**src/rtl/filter_seq.sv**
```systemverilog
// Front-end controller for the 3-parallel FIR core: loads the coefficient vector
// over a byte handshake, packs the sample stream into triples and sequences reloads.
module filter_seq #(
   parameter int NB       = 8,
   parameter int NT       = 10,
   parameter int PIPE_LAT = 6
) (
   input  logic                 CLK,
   input  logic                 RST_n,
   input  logic                 CFG_VALID,
   input  logic [NB-1:0]        CFG_DATA,
   output logic                 CFG_READY,
   input  logic                 S_VALID,
   input  logic [NB-1:0]        S_DATA,
   output logic                 S_READY,
   input  logic                 RELOAD,
   output logic [(NT+1)*NB-1:0] B,
   output logic [NB-1:0]        DIN0,
   output logic [NB-1:0]        DIN1,
   output logic [NB-1:0]        DIN2,
   output logic                 VIN,
   output logic                 BUSY
);
   localparam int IW = $clog2(NT+1);
   localparam int DW = $clog2(PIPE_LAT+1);

   typedef enum logic [1:0] {LOAD, RUN, FLUSH, DRAIN} state_t;

   state_t              state, state_nx;
   logic [IW-1:0]       idx;
   logic [DW-1:0]       drain_cnt;
   logic [1:0]          p, p_nx;
   logic [NT*NB-1:0]    shadow;
   logic [1:0][NB-1:0]  hold;
   logic                cfg_xfer, s_xfer, last_byte;

   always_ff @(posedge CLK) begin
      if (!RST_n) state <= LOAD;
      else        state <= state_nx;
   end

   always_comb begin
      state_nx  = state;
      cfg_xfer  = CFG_VALID && CFG_READY;
      s_xfer    = S_VALID && S_READY;
      last_byte = cfg_xfer && (idx == IW'(NT));
      p_nx      = p;
      if (s_xfer) p_nx = (p == 2'd2) ? 2'd0 : p + 2'd1;
      case (state)
         LOAD:    if (last_byte) state_nx = RUN;
         // the phase after this edge decides whether a partial triple must be flushed
         RUN:     if (RELOAD) state_nx = (p_nx != 2'd0) ? FLUSH : DRAIN;
         FLUSH:   state_nx = DRAIN;
         DRAIN:   if (drain_cnt == DW'(PIPE_LAT-1)) state_nx = LOAD;
         default: state_nx = LOAD;
      endcase
   end

   always_ff @(posedge CLK) begin
      if (!RST_n) begin
         idx       <= '0;
         drain_cnt <= '0;
         p         <= '0;
         shadow    <= '0;
         hold      <= '0;
         B         <= '0;
         DIN0      <= '0;
         DIN1      <= '0;
         DIN2      <= '0;
         VIN       <= 1'b0;
         CFG_READY <= 1'b0;
         S_READY   <= 1'b0;
         BUSY      <= 1'b0;
      end else begin
         CFG_READY <= (state_nx == LOAD);
         S_READY   <= (state_nx == RUN);
         BUSY      <= (state_nx == FLUSH) || (state_nx == DRAIN);
         VIN       <= 1'b0;
         drain_cnt <= (state == DRAIN && state_nx == DRAIN) ? drain_cnt + DW'(1) : '0;

         // bytes shift in MSB-first; the final byte commits the whole vector at once
         if (cfg_xfer) begin
            if (last_byte) begin
               B   <= {shadow, CFG_DATA};
               idx <= '0;
            end else begin
               shadow <= {shadow[(NT-1)*NB-1:0], CFG_DATA};
               idx    <= idx + IW'(1);
            end
         end

         if (s_xfer) begin
            p <= p_nx;
            if (p == 2'd2) begin
               DIN0 <= hold[0];
               DIN1 <= hold[1];
               DIN2 <= S_DATA;
               VIN  <= 1'b1;
            end else begin
               hold[p[0]] <= S_DATA;
            end
         end

         // only slot 0 is guaranteed filled here; p tells whether slot 1 is too
         if (state == FLUSH) begin
            DIN0 <= hold[0];
            DIN1 <= (p == 2'd2) ? hold[1] : '0;
            DIN2 <= '0;
            VIN  <= 1'b1;
            p    <= '0;
         end
      end
   end
endmodule
```
**config.mk**
```make
export PLATFORM = sky130hd
export DESIGN_NAME = filter_seq
export DESIGN_NICKNAME = d
export VERILOG_FILES = /design/src/rtl/filter_seq.sv
export SDC_FILE = /design/constraint.sdc
export NUM_CORES = 1
export LEC_CHECK = 0
export CAP_MARGIN = 20
export CELL_PAD_IN_SITES_DETAIL_PLACEMENT = 0
export CELL_PAD_IN_SITES_GLOBAL_PLACEMENT = 1
export CORE_ASPECT_RATIO = 0.7
export CORE_MARGIN = 10
export CORE_UTILIZATION = 40
export CTS_CLUSTER_SIZE = 28
export DETAILED_ROUTE_END_ITERATION = 6
export GPL_TIMING_DRIVEN = 0
export PLACE_DENSITY_LB_ADDON = 0.15
export SLEW_MARGIN = 0
export SYNTH_ARGS = -nofsm -noshare
export SYNTH_HDL_FRONTEND = slang
export SYNTH_SLANG_ARGS = --single-unit
```
**constraint.sdc**
```tcl
create_clock -name CLK -period 2.78 [get_ports CLK]
set_input_delay 0.417 -clock CLK [delete_from_list [all_inputs] [get_ports CLK]]
set_output_delay 0.417 -clock CLK [all_outputs]
set_load 0.02 [all_outputs]
```
Word-level counts from Yosys, hierarchy flattened
Index checks and enable logic that the tools add are counted.
{"block": "op_classes", "addsub": 3, "n_lt_le_gt_ge": 2, "eq_ne": 9, "muxes": 21, "bitwise": 3, "reduce_logical": 18}
{"cell": "$mux W8", "n": 8}
{"cell": "$bwmux W16", "n": 1}
{"cell": "$reduce_and A2 Y1", "n": 6}
{"cell": "$eq A2 B2 Y1 const B", "n": 5}
{"cell": "$mux W2", "n": 5}
{"cell": "$demux W8 S1", "n": 1}
{"cell": "$pmux W2 S4", "n": 1}
{"cell": "$reduce_bool A2 Y1", "n": 3}
{"cell": "$logic_and A1 B1 Y1", "n": 5}
{"cell": "$add A4 B1 Y4 const B", "n": 1}
{"cell": "$eq A2 B1 Y1 const B", "n": 2}
{"cell": "$eq A4 B4 Y1 const B", "n": 1}
{"cell": "$logic_not A2 Y1", "n": 2}
{"cell": "$mux W1", "n": 4}
{"cell": "$mux W4", "n": 1}
{"cell": "$add A3 B1 Y3 const B", "n": 1}
{"cell": "$eq A3 B3 Y1 const B", "n": 1}
{"cell": "$not A1 Y1", "n": 3}
{"cell": "$add A2 B1 Y2 const B", "n": 1}
{"cell": "$lt A1 B2 Y1 const B", "n": 1}
{"cell": "$reduce_or A2 Y1", "n": 1}
{"cell": "$ge A1 B1 Y1 const B", "n": 1}
{"cell": "$logic_or A1 B1 Y1", "n": 1}
{"block": "word_totals", "reg_bits": 223, "inputBits": 21, "output_inout_bits": 116, "wordCells": 71}

Longest topological paths before layout
{"block": "logic_depth", "depth_word": 10, "mapped_depth": 8, "mapped_depth_nobuf": 5}

Least setup slack after synthesis
OpenSTA, ideal clock, no wires.
{"block": "synth_timing", "path_kind": "register -> register", "start": "register idx[0]", "end": "register idx[1]", "setup_ns": 0.070, "t_arrival_ns": 1.474, "required_time_ns": 2.710, "setup_slack_ns": 1.236, "stages_incl_launch_ff": 8, "path_buffers": 2, "path_cell_list": "dfxtp_1 -> inv_1 -> ha_1 -> and3b_1 -> buf_6 -> buf_6 -> or3_1 -> a21boi_1"}
{"block": "synth_via", "elab_chain_len": 3, "elab_cells_between_ends": 4, "cone_classes": "1 x add/sub; 1 x eq/ne; 1 x mux; 1 x reduce/logical"}
{"item": "start: declaration", "line": "30", "source": "logic [IW-1:0] idx;"}
{"item": "start signal: assignment", "line": "88", "source": "idx <= idx + IW'(1);"}
{"item": "branches (longest 2 deep; another with $add A4 B1 Y4)"}
{"item": "$mux W4 *", "line": "83", "source": "if (last_byte) begin"}
Every way passes the cells marked *.
A chain may end at the register's enable or synchronous reset.

Worst setup path after layout
{"block": "layout_timing", "start": "register CFG_READY", "end": "output port CFG_READY"}
{"item": "start: declaration", "line": "12", "source": "output logic CFG_READY,"}
{"item": "start signal: assignment", "line": "75", "source": "CFG_READY <= (state_nx == LOAD);"}
No word-level cell between the ends.

==> qor.yml <==
synth:
  yosysTopAreaCell: "dfxtp_1"
  synth_ff_type: "dfxtp_1"
  synth-edff-count: 0
  synth.top_cell.area_share: 0.494
  syn_nets: 1040
  ys_warn_count: 0
  async_reset_ff_frac: 0
  yosysSeqAreaShare: 0.494
  synth_seq_cells: 223
  synthDistinctLibCells: 36
  netlist_instances: 1015
  synth.area.top_cells: "dfxtp_1 49%, a21boi_0 14%, nand3_1 10%"
  syn_area_mm2: 0.00904
  syn_area_per_cell_um2: 8.91
floorplan:
  initial_core_util: 0.412
  die_w_um: 200
  coreArea_mm2: 0.0220
  die_h_um: 146
  rows: 45
  io_pins: 137
  die-area_mm2: 0.0291
clocking:
  cts_tree: "done"
  clockBufferDepth: 3
  cts-buffers-inserted: 23
  clk_pin_slew_worst_paths_ns: 0.06
  ctsResizeCount: 0
  ctsRootBufferMaster: "clkbuf_16"
  postCtsSetupBuffers: 0
  clock_sinks: 223
  clk_latency_ns: 0.51
  ctsHoldBuffers: 0
  htreeDepth: 1
critical_path:
  endpoint_kind: "output port"
  path_buf_inv: 1
  cp.required_ns: 2.36
  cp-start-kind: "flop"
  worstSetupPathType: "flop to output port"
  worstPathMaxFanout: 5
  crit_chain: "clkdlybuf4s50_1"
  cpLargestDelayFamily: "buffers and inverters"
  slowest_stage: "clkdlybuf4s50_1"
  worstPathArrival_ns: 1.68
  cpPeakStageDelay_ns: 0.68
  r2r_slack_ns: 0.82
routing:
  vias: 7987
  drc_errors: 0
  wl_per_cell_um: 19.0
  postRouteAntennaNets: 0
  routed_wl_um: 27800
  drt_iter0_drc: 672
  dr.pass1.iters: 5
  via_per_inst: 5.44
layout:
  fill_cells: 2124
  final_cell_mix: "223 x dfxtp_1, 189 x nand3_1, 179 x o21ai_0"
  final_util: 0.519
  final_common_cell: "dfxtp_1"
  diodes: 0
  drive_gt1_frac: 0.0666
  fin_nets: 1199
  area_growth_pct: 26.0
global_routing:
  grt_pass1_vias: 7572
  grt_max_degree: 13
  grt_first_pass_wirelength_um: 44000
  grtUsageTotal: 0.185
  grt_overflow: 0
  antenna_found_initial: 0
power:
  leakagePower_nw: 3.62
  swShare: 0.222
  p_int_mw: 4.90
  p_sw_mw: 1.40
  ir_drop_uv: 387
  clockPowerShare: 0.450
  powerDensity_mw_per_mm2: 552
  p_comb_frac: 0.040
  power_frac_seq: 0.511
sta:
  setup_violations: 0
  tightestPinTransition_ns: 0.719
  fmax_mhz: 477
  setup_tns_ns: 0
  finalCriticalPeriod_ns: 2.10
  timing.final.crit_share: 0.754
  grt_setup_unrepaired: "false"
  max_slew_margin: 0.520
  finalHoldViolCount: 0
  finClkSkew_ns: 0.0163
  drv_slew: 0
placement:
  portBuffers: 134
  post-dp-hpwl_um: 20300
  gp_congestion: 0.800
run_status:
  status: "finished, final reports clean"
run:
  cap_violations: 0
worst_hold_path:
  hp-class: "input pin to flop"
==> worst paths after layout <==
| check | startpoint | to | depth (start not counted) |
|---|---|---|---|
| worst max-delay path | CFG_READY$_SDFF_PN0_ | CFG_READY | 1 |
| worst min-delay path | RST_n | B[23]$_SDFFE_PN0P_ | 2 |
| worst max register to register | idx[0]$_SDFFE_PN0P_ | B[4]$_SDFFE_PN0P_ | 7 |
| worst min register to register | DIN2[2]$_SDFFE_PP0P_ | DIN2[2]$_SDFFE_PP0P_ | 2 |
==> worst reg2reg max path, stage by stage, from the launching register on <==
cell,delay (ns)
dfxtp_1,0.38
inv_1,0.09
ha_1,0.26
nand3b_4,0.21
buf_4,0.26
clkbuf_1,0.35
o21ai_0,0.13
a21boi_0,0.20
==> cells in the mapped netlist (all sizes together), types with 4 or more instances <==
library cell,instances
nor2,6
nand3,189
nand2,39
a21oi,12
mux2i,9
o211ai,8
buf,49
dfxtp,223
a21boi,196
o21ai,179
nor2b,10
nor3b,4
ha,4
clkbuf,64
==> sequential cells by signal, indices dropped and copies added, names as in the netlist <==
signal and count:
shadow 80, VIN 1, idx 4, state 2, DIN0 8, S_READY 1, BUSY 1, DIN1 8
hold 16, B 88, DIN2 8, p 2, drain_cnt 3, CFG_READY 1
==> per-layer routing <==
metal / wire, µm / GRT usage
met5: 0 / 0
met1: 15000 / 0.297
met3: 1770 / 0.0348
met2: 10700 / 0.246
met4: 354 / 0.0287
==> final cells by class <==
type,instances,area (µm²),share of cell area
Buffer,113,546,0.0479
Clock buffer,37,658,0.0577
Inverter,3,11.3,0.000988
Multi-Input combinational cell,676,4020,0.353
Sequential cell,223,4460,0.392
Tap cell,282,353,0.0310
Timing Repair Buffer,134,1340,0.118
==> metrics by stage <==
stage | worst slack (ns) | power, mW | hold slack, ns | area, µm² | instances
CTS | 0.656 | 6.35 | 0.281 | 11400 | 1468
finish | 0.684 | 6.30 | 0.285 | 11400 | 1468
floorplan | 1.24 | 3.43 | 0.421 | 9040 | 1015
global route | 0.642 | 6.51 | 0.308 | 11400 | 1468
global placement | 0.403 | 3.53 | 0.438 | 10700 | 1431
detailed placement | 0.354 | 3.53 | 0.446 | 10700 | 1431
==> power by group through the flow <==
stage,clock network (mW),registers (mW),logic [mW]
after floorplan,0,3.28,0.144
after global placement,0,3.29,0.247
after detailed placement,0,3.29,0.248
after CTS,2.89,3.21,0.249
after global routing,3.02,3.21,0.272
final,2.83,3.22,0.250
==> kinds of logic (layout without fill, tap and decap cells) <==
family	count (synthesis)	after routing	synth area share
flip-flops	223	223	0.494
buffers and inverters	116	287	0.0616
adder cells (fa/ha/maj)	4	4	0.00553
AO/OA/AOI/OAI	402	402	0.284
multiplexers	9	9	0.00996
AND/OR/NAND/NOR	261	261	0.146
(Power assumes the default switching activity.)
